File: config.mk
export PLATFORM = sky130hd
export DESIGN_NAME = prefetch_unit_flat
export DESIGN_NICKNAME = d
export VERILOG_FILES = /design/src/rtl/prefetch_pkg.sv /design/src/rtl/prefetch_unit_if.sv /design/src/rtl/prefetch_fifo.sv /design/src/rtl/prefetch_unit.sv /design/src/flat_wrapper.sv
export SDC_FILE = /design/constraint.sdc
export NUM_CORES = 1
export LEC_CHECK = 0
export ABC_AREA = 0
export CELL_PAD_IN_SITES_DETAIL_PLACEMENT = 0
export CELL_PAD_IN_SITES_GLOBAL_PLACEMENT = 1
export CORE_MARGIN = 5
export CORE_UTILIZATION = 50
export DETAILED_ROUTE_END_ITERATION = 10
export PLACE_DENSITY_LB_ADDON = 0.1
export SLEW_MARGIN = 15
export SYNTH_ARGS = -nofsm -noshare
export SYNTH_HDL_FRONTEND = slang
export SYNTH_SLANG_ARGS = --single-unit
export TNS_END_PERCENT = 50
File: constraint.sdc
create_clock -name clk -period 6 [get_ports clk]
set_input_delay 1.8 -clock clk [delete_from_list [all_inputs] [get_ports clk]]
set_output_delay 1.8 -clock clk [all_outputs]
set_load 0.02 [all_outputs]
File: src/rtl/prefetch_pkg.sv
// Shared types and constants for the instruction prefetch unit.
package prefetch_pkg;

  typedef enum logic [1:0] {
    IDLE = 2'd0,
    BUSY = 2'd1,
    DROP = 2'd2
  } state_t;

  localparam int unsigned PC_INC = 4;
  localparam logic [31:0] NOP = 32'h0000_0013;

endpackage

File: src/rtl/prefetch_unit_if.sv
// Fetch-side memory bus, control inputs and instruction stream of the prefetch unit.
interface prefetch_unit_if #(
  parameter int XLEN = 32
) ();

  logic            stall;
  logic            redirect;
  logic [XLEN-1:0] redirect_pc;

  logic            imem_req;
  logic [XLEN-1:0] imem_addr;
  logic            imem_rvalid;
  logic [XLEN-1:0] imem_rdata;

  logic            inst_valid;
  logic            inst_ready;
  logic [XLEN-1:0] inst_code;
  logic [XLEN-1:0] inst_pc;

  modport master (
    input  stall, redirect, redirect_pc, imem_rvalid, imem_rdata, inst_ready,
    output imem_req, imem_addr, inst_valid, inst_code, inst_pc
  );

  modport slave (
    output stall, redirect, redirect_pc, imem_rvalid, imem_rdata, inst_ready,
    input  imem_req, imem_addr, inst_valid, inst_code, inst_pc
  );

endinterface

File: src/rtl/prefetch_fifo.sv
// Instruction queue: DEPTH entries of {code, pc}, head visible combinationally,
// flush clears occupancy without touching storage.
module prefetch_fifo #(
  parameter int XLEN  = 32,
  parameter int DEPTH = 4
) (
  input  logic                     clk,
  input  logic                     reset,
  input  logic                     flush,
  input  logic                     push,
  input  logic [2*XLEN-1:0]        push_data,
  input  logic                     pop,
  output logic [2*XLEN-1:0]        head_data,
  output logic [$clog2(DEPTH):0]   count
);

  localparam int PW = $clog2(DEPTH);
  localparam int CW = PW + 1;
  localparam logic [CW-1:0] FULL_C = CW'(DEPTH);

  logic [2*XLEN-1:0] mem [DEPTH];
  logic [PW-1:0]     wr_ptr_reg;
  logic [PW-1:0]     rd_ptr_reg;
  logic [CW-1:0]     count_reg;
  logic              do_push;
  logic              do_pop;

  // Guards keep occupancy in range even if a caller misbehaves.
  assign do_push = push & (count_reg != FULL_C);
  assign do_pop  = pop & (count_reg != '0);

  always_ff @(posedge clk or negedge reset) begin
    if (!reset) begin
      wr_ptr_reg <= '0;
      rd_ptr_reg <= '0;
      count_reg  <= '0;
    end else if (flush) begin
      wr_ptr_reg <= '0;
      rd_ptr_reg <= '0;
      count_reg  <= '0;
    end else begin
      if (do_push) wr_ptr_reg <= wr_ptr_reg + PW'(1);
      if (do_pop)  rd_ptr_reg <= rd_ptr_reg + PW'(1);
      case ({do_push, do_pop})
        2'b10:   count_reg <= count_reg + CW'(1);
        2'b01:   count_reg <= count_reg - CW'(1);
        default: count_reg <= count_reg;
      endcase
    end
  end

  always_ff @(posedge clk) begin
    if (do_push && !flush) mem[wr_ptr_reg] <= push_data;
  end

  assign head_data = mem[rd_ptr_reg];
  assign count     = count_reg;

endmodule

File: src/rtl/prefetch_unit.sv
// Single-outstanding instruction prefetcher feeding a small queue.
// Optional macro PREFETCH_BYPASS_EN forwards a response straight to the consumer when the queue is empty.
module prefetch_unit
  import prefetch_pkg::*;
#(
  parameter int              XLEN     = 32,
  parameter int              DEPTH    = 4,
  parameter logic [XLEN-1:0] RESET_PC = '0
) (
  input  logic           clk,
  input  logic           reset,
  prefetch_unit_if.master bus
);

  localparam int CW = $clog2(DEPTH) + 1;
  localparam logic [CW-1:0] DEPTH_C = CW'(DEPTH);

  state_t            state_reg;
  state_t            state_next;
  logic [XLEN-1:0]   fetch_pc_reg;
  logic [XLEN-1:0]   fetch_pc_next;
  logic [XLEN-1:0]   target_pc;
  logic              issue;
  logic              keep;
  logic              push;
  logic              pop;
  logic              fifo_empty;
  logic [CW-1:0]     fifo_count;
  logic [2*XLEN-1:0] head_data;
  logic [XLEN-1:0]   head_code;
  logic [XLEN-1:0]   head_pc;

  assign target_pc = {bus.redirect_pc[XLEN-1:2], 2'b00};

  always_ff @(posedge clk or negedge reset) begin
    if (!reset) begin
      state_reg    <= IDLE;
      fetch_pc_reg <= RESET_PC;
    end else begin
      state_reg    <= state_next;
      fetch_pc_reg <= fetch_pc_next;
    end
  end

  // In IDLE nothing is outstanding, so count < DEPTH guarantees a free slot on response.
  always_comb begin
    state_next    = state_reg;
    fetch_pc_next = fetch_pc_reg;
    issue         = 1'b0;
    keep          = 1'b0;
    case (state_reg)
      IDLE: begin
        if (bus.redirect) begin
          fetch_pc_next = target_pc;
        end else if (!bus.stall && (fifo_count < DEPTH_C)) begin
          issue      = 1'b1;
          state_next = BUSY;
        end
      end
      BUSY: begin
        if (bus.redirect) begin
          fetch_pc_next = target_pc;
          state_next    = bus.imem_rvalid ? IDLE : DROP;
        end else if (bus.imem_rvalid) begin
          keep          = 1'b1;
          fetch_pc_next = fetch_pc_reg + XLEN'(PC_INC);
          state_next    = IDLE;
        end
      end
      DROP: begin
        if (bus.redirect) fetch_pc_next = target_pc;
        if (bus.imem_rvalid) state_next = IDLE;
      end
      default: state_next = IDLE;
    endcase
  end

  // Gating with reset keeps the request low while reset is held.
  assign bus.imem_req  = issue & reset;
  assign bus.imem_addr = fetch_pc_reg;

  assign fifo_empty = (fifo_count == '0);
  assign head_code  = fifo_empty ? '0 : head_data[2*XLEN-1:XLEN];
  assign head_pc    = fifo_empty ? '0 : head_data[XLEN-1:0];
  assign pop        = ~fifo_empty & bus.inst_ready & ~bus.stall;

`ifdef PREFETCH_BYPASS_EN
  logic bypass;
  logic accept;

  assign bypass         = keep & fifo_empty;
  assign bus.inst_valid = ~fifo_empty | bypass;
  assign bus.inst_code  = bypass ? bus.imem_rdata : head_code;
  assign bus.inst_pc    = bypass ? fetch_pc_reg : head_pc;
  assign accept         = bus.inst_valid & bus.inst_ready & ~bus.stall;
  assign push           = keep & ~(bypass & accept);
`else
  assign bus.inst_valid = ~fifo_empty;
  assign bus.inst_code  = head_code;
  assign bus.inst_pc    = head_pc;
  assign push           = keep;
`endif

  prefetch_fifo #(
    .XLEN  (XLEN),
    .DEPTH (DEPTH)
  ) u_fifo (
    .clk       (clk),
    .reset     (reset),
    .flush     (bus.redirect),
    .push      (push),
    .push_data ({bus.imem_rdata, fetch_pc_reg}),
    .pop       (pop),
    .head_data (head_data),
    .count     (fifo_count)
  );

endmodule
File: src/flat_wrapper.sv
// flat-port wrapper written by rule: the top's interface ports become plain ports
module prefetch_unit_flat import prefetch_pkg::*;
#(
  parameter int              XLEN     = 32,
  parameter int              DEPTH    = 4,
  parameter logic [XLEN-1:0] RESET_PC = '0
)
  (clk, reset, bus_stall, bus_redirect, bus_redirect_pc, bus_imem_rvalid, bus_imem_rdata, bus_inst_ready, bus_imem_req, bus_imem_addr, bus_inst_valid, bus_inst_code, bus_inst_pc);
  prefetch_unit_if #(.XLEN(XLEN)) bus_i ();
  input  logic clk;
  input  logic reset;
  input wire logic [$bits(bus_i.stall)-1:0] bus_stall;
  input wire logic [$bits(bus_i.redirect)-1:0] bus_redirect;
  input wire logic [$bits(bus_i.redirect_pc)-1:0] bus_redirect_pc;
  input wire logic [$bits(bus_i.imem_rvalid)-1:0] bus_imem_rvalid;
  input wire logic [$bits(bus_i.imem_rdata)-1:0] bus_imem_rdata;
  input wire logic [$bits(bus_i.inst_ready)-1:0] bus_inst_ready;
  output wire logic [$bits(bus_i.imem_req)-1:0] bus_imem_req;
  output wire logic [$bits(bus_i.imem_addr)-1:0] bus_imem_addr;
  output wire logic [$bits(bus_i.inst_valid)-1:0] bus_inst_valid;
  output wire logic [$bits(bus_i.inst_code)-1:0] bus_inst_code;
  output wire logic [$bits(bus_i.inst_pc)-1:0] bus_inst_pc;
  assign bus_i.stall = bus_stall;
  assign bus_i.redirect = bus_redirect;
  assign bus_i.redirect_pc = bus_redirect_pc;
  assign bus_i.imem_rvalid = bus_imem_rvalid;
  assign bus_i.imem_rdata = bus_imem_rdata;
  assign bus_i.inst_ready = bus_inst_ready;
  assign bus_imem_req = bus_i.imem_req;
  assign bus_imem_addr = bus_i.imem_addr;
  assign bus_inst_valid = bus_i.inst_valid;
  assign bus_inst_code = bus_i.inst_code;
  assign bus_inst_pc = bus_i.inst_pc;
  prefetch_unit #(.XLEN(XLEN), .DEPTH(DEPTH), .RESET_PC(RESET_PC)) u_core (.clk(clk), .reset(reset), .bus(bus_i));
endmodule
Word level (Yosys, flattened, before mapping). Memory sizes are Yosys's and may differ from the RTL's. Cells that the tools add are included.

RAM bits: 256. Memories: 1. Input port bits: 70. Output and inout port bits: 98. Flip-flop bits (word level): 41. Logic and storage cells: 68. Bits in read-only memories: 0. Latch bits: 0.

Multipliers: 0. Shift operators: 0. $add $sub $neg: 5. Divide/modulo/power cells: 0. Reductions and logical operators: 14. Magnitude comparators: 1. Equality and inequality tests: 9. Bitwise operators: 7. Mux-type cells: 26.

Memories: u_core.u_fifo.mem (depth 4, width 64, read ports 1, clocked after memory_dff 0, wr ports 1, line prefetch_fifo.sv:21) `logic [2*XLEN-1:0] mem [DEPTH];`.

Operators by type and width (count): two-way mux 32 bit (5); case mux 32 bit (2 select lines) (1); adder 32 x 3 -> 32 bit, second input constant (1); two-way mux 2 bit (9); two-way mux 1 bit (8); != test 3 bit, second input constant (2); case mux 2 bit (3 select lines) (1); case mux 3 bit (2 select lines) (1); nonzero test 2 bit (3); nonzero test 3 bit (2); AND 1 bit (5); adder 2 x 1 -> 2 bit, second input constant (2); == test 2 x 1 -> 1 bit, second input constant (2); == test 2 bit, second input constant (2); != test 2 x 1 -> 1 bit, second input constant (2); adder 3 x 1 -> 3 bit, second input constant (1); zero test 3 bit (1); less-than comparator 3 bit, second input constant (1); two-way mux 3 bit (1); AND reduction 3 bit (1); subtractor 3 x 1 -> 3 bit, second input constant (1); logical AND 1 bit (2); zero test 1 bit (2); zero test 2 bit (1); other kinds (4) (5).

Logic depth before layout (Yosys ltp). Gate-level depths: netlist (run 1).

Word-level depth: 8. Gate-level depth with buffers: 7. Depth with buffers taken out: 5.

Cells and area by module. From an unflattened synthesis (run 1), not the netlist that was laid out.

Cells, all modules: 730. Area, all modules: 12454.4 um^2.

Modules (own cells, without submodules): prefetch_fifo (seq. area each 7862.5 um^2, area each 9783.1 um^2, cells an instance 397, instances 1); prefetch_unit (seq. area each 800.8 um^2, area each 2671.3 um^2, cells an instance 333, instances 1).

Worst setup path before layout (run 1). Ideal clock, no wire load.

Path type: input port to output port. Start: input bus_redirect. End: output bus_imem_req. Slack: 1127 ps. Stages on the path: 3. Arrival: 3073 ps. Path buffers: 1. Data required time: 4200 ps. Cells stage by stage: clkbuf_1 > or4b_2 > nor3_1.

Word-level cells in the longest chain between the ends: 3.

Ends and longest elaborated chain: start, declared (line flat_wrapper.sv:13) `input wire logic [$bits(bus_i.redirect)-1:0] bus_redirect;`; two-way mux 1 bit (line prefetch_unit.sv:53) `if (bus.redirect) begin`; two-way mux 1 bit (line prefetch_unit.sv:51) `case (state_reg)`; AND 1 bit (line prefetch_unit.sv:79) `assign bus.imem_req = issue & reset;`; end, declared (line flat_wrapper.sv:18) `output wire logic [$bits(bus_i.imem_req)-1:0] bus_imem_req;`.

No other way between the ends.

Worst setup path in the final report (run 1). Same ends and word-level chain as after synthesis.

==> out/results.tsv, run 1 <==
stage	metric	value	unit
outcome	status	complete, no violations	
grt	first-pass GRT wire length	41700	microns
sta	Period minus WS final	5.41	ns
sta	Slew @ Worst Pin	1.11	ns
layout	n_diodes	0	
setup_path	Worst R2R Start	u_core.u_fifo.count[2]	
setup_path	Startpoint Class	input port	
clock_network	Setup Buffers After CTS	0	
layout	Layout area overhead	23.6	%
placement	Port Buf Inserts	161	
floorplan	num rows	56	
synth	Post-Syn Area	12000	sq um
synth	Simple-Gate Fraction of Synth Area	10.3	%
grt	met1 Use GR	27.8	%
sta	fmax	0.185	GHz
grt	vias in the first global route	7432	
setup_path	CP dominant cell by count	clkdlybuf4s50_1	
sta	Setup Skew	0.0181	ns
sta	Rel. slew slack	26.0	%
synth	Synth top area share	62.0	%
sta	Final Hold Viols	0	
synth	post-synthesis compound-gate area fraction	4.71	%
grt	met3 Use GR	3.34	%
floorplan	Die H	165	microns
layout	commonest cells after routing, fill and taps aside	edfxtp_1, clkdlybuf4s50_1, and2_1	
route	# DRC	0	
pwr	sw frac	23.0	%
synth	synth unique cells	61	
synth	Post-synth EDFFs	248	
setup_path	Setup crit end kind	primary output	
grt	Overflow after GRT	0	
setup_path	Worst path max stage delay	0.63	ns
route	Routed WL	27000	microns
sta	RSZ-0062 raised after global routing	false	
placement	gp weighted congestion	0.867	
pwr	power share of the clock group	38.4	%
synth	FFs w/ async S/R, synth	13.6	%
route	TritonRoute pass-1 iters	5	
pwr	Power Internal	0.00348	W
setup_path	Critical path origin	bus_redirect	
sta	final setup violation count	0	
pwr	Worst VDD drop	0.233	mV
pwr	leakage power	4.75	nW
setup_path	ordered cell list for the critical path	clkdlybuf4s50_1, or4b_2, nor3_1, clkdlybuf4s50_1	
sta	Final Slew Violations	0	
layout	share of cells above drive strength 1	14.3	%
clock_network	CTS buffer count	29	
layout	post-layout util	63.0	%
route	via count	7125	
synth	largest family of logic cells by synthesized area	multiplexers	
synth	leading area contributor after synthesis	edfxtp_1	
clock_network	hold_buf cts	0	
setup_path	R2R Setup Slk	3.38	ns
clock_network	CTS tree	built	
synth	Ys Warns	0	
route	Routed wire per std cell	22.2	microns
setup_path	family with the most delay on the worst path	buffers and inverters	
layout	max reg flops	248	
grt	number of antenna violations at the first check in global routing	0	
grt	met2 global-route usage	32.9	%
clock_network	Clock Latency Late Sink	0.54	ns
clock_network	clock buffer depth	3	
setup_path	Levels on crit path	4	
layout	most common cell after layout, fill and taps aside	edfxtp_1	
synth	Post-Syn Instances	716	
synth	Area contributors post-synth	edfxtp_1, mux4_2, dfrtp_1	
sta	Setup TNS Final	0	ns
hold_path	HP Class	reg -> reg	
layout	final net count	949	
job	MaxCap Viol Count	0	
clock_network	post-CTS sizing	0	
synth	synthesized flop and latch total	287	
clock_network	Clock Sinks	287	
clock_network	number of H-tree levels	1	
floorplan	die width	165	microns
placement	Post-DP HPWL	16600	microns
floorplan	total die area	27200	sq um
setup_path	CP Data Required Time	4.20	ns
floorplan	Initial Utilization	51.0	%
grt	largest net degree at the start of global routing	66	
setup_path	WP buf/inv	2	
setup_path	critical setup path kind	in -> out	
synth	post-synthesis mux area share	12.1	%
pwr	Logic pwr share	10.1	%
floorplan	Ports	168	
pwr	Sw Pwr	0.00104	W
sta	Final period util	90.2	%
synth	Seq/Total Area, Yosys	70.2	%
route	vias per cell	5.86	
setup_path	Setup crit end	bus_imem_req	
pwr	power after layout	0.00453	W
pwr	Seq pwr share	51.5	%
setup_path	Crit Path Max Fanout	2	
clock_network	Clock Tree Root	clkbuf_16	
grt	Total GRT Usage	19.9	%
route	DR iter-0 viols	510	
synth	syn avg cell area	16.8	sq um
setup_path	arrival time at the worst endpoint	3.61	ns
synth	Primary FF master, synth	edfxtp_1	
clock_network	CTS clk-pin slew, worst paths	0.06	ns
pwr	Power Density	305	nW/um^2
route	Antenna Nets Post-Route	0	
floorplan	Core ar.	23500	sq um
grt	gr busiest metal	met2	
synth	Synth Area in XOR/XNOR	0.146	%
setup_path	Slowest cell on crit path	clkdlybuf4s50_1	
setup_path	R2R depth	5	
synth	post-synthesis adder-cell area fraction	0.688	%
setup_path	reg2reg end	u_core.u_fifo.count[2]	
==> Yosys cell counts, drive strengths merged (5+ instances only) <==
master  instances
o22ai           8
or4             9
nand4          12
and2           65
and4            5
mux4           62
dfrtp          39
a211oi          8
nand3          22
clkbuf         35
nand2          28
nor4           12
nor2           24
buf            11
ha              5
inv             7
a21oi          22
and3            8
nor3           14
o21ai           8
edfxtp        248
==> worst register-to-register path: stages, from the launching register on <==
cell and delay (ns):
dfrtp_1 0.45, or3b_2 0.57, a211oi_1 0.63, fa_1 0.31, mux2i_1 0.20, mux2_2 0.35
==> stage by stage <==
step	setup slack [ns]	cell area (sq um)	cells	hold slack, ns
final	0.586	14800	1215	0.615
after global placement	0.575	13900	1161	0.553
after CTS	0.569	14800	1215	0.606
after detailed placement	0.587	13900	1161	0.590
after floorplan	1.13	12000	719	0.538
after global routing	0.479	14800	1215	0.641
==> per-layer routing <==
layer	part of all wire, %	vias to the layer above
li1	-	3188
met1	42	3614
met2	48	273
met3	6.8	50
met4	2.7	0
met5	0	-
==> cell type report <==
class                           instances  area [sq um]
Clock buffer                           47           833
Sequential cell                       287          8430
Inverter                                7          26.3
Tap cell                              319           399
Multi-Input combinational cell        379          3390
Timing Repair Buffer                  169          1670
Clock inverter                          7          90.1
Fill cell                            1758          8700
==> cell families (layout without fill, tap and decap cells) <==
logic type | Yosys count | in the layout
buffers and inverters | 53 | 230
flip-flops | 287 | 287
other | 1 | 4
AO/OA/AOI/OAI | 82 | 82
multiplexers | 67 | 67
XOR/XNOR | 2 | 2
adder cells (fa/ha/maj) | 6 | 6
AND/OR/NAND/NOR | 218 | 218
==> power by group through the flow <==
stage / sequential (W) / clock, W / combinational, W
after floorplan: 0.00236 / 0 / 0.000211
after global placement: 0.00236 / 0 / 0.000452
after detailed placement: 0.00237 / 0 / 0.000459
after CTS: 0.00233 / 0.00178 / 0.000461
after global routing: 0.00234 / 0.00186 / 0.000489
final: 0.00233 / 0.00174 / 0.000457
==> worst min-delay path by stage <==
| stage | start | to | slack, ns | depth (start not counted) |
|---|---|---|---|---|
| final | u_core.u_fifo.wr_ptr_reg[1] | u_core.u_fifo.wr_ptr_reg[1] | 0.61 | 2 |
| after global placement | u_core.u_fifo.wr_ptr_reg[1] | u_core.u_fifo.wr_ptr_reg[1] | 0.55 | 2 |
| after floorplan | u_core.u_fifo.wr_ptr_reg[1] | u_core.u_fifo.wr_ptr_reg[1] | 0.54 | 2 |
| after CTS | u_core.u_fifo.wr_ptr_reg[1] | u_core.u_fifo.wr_ptr_reg[1] | 0.61 | 2 |
| after detailed placement | u_core.u_fifo.wr_ptr_reg[1] | u_core.u_fifo.wr_ptr_reg[1] | 0.59 | 2 |
| after global routing | u_core.state_reg[1] | u_core.state_reg[0] | 0.64 | 1 |
(Power assumes the default switching activity.)
==> run 2: changes to the inputs <==
- CAP_MARGIN: unset -> 10
==> results of run 2 <==
Final layout, timing and power as in run 1 (identical DEF).
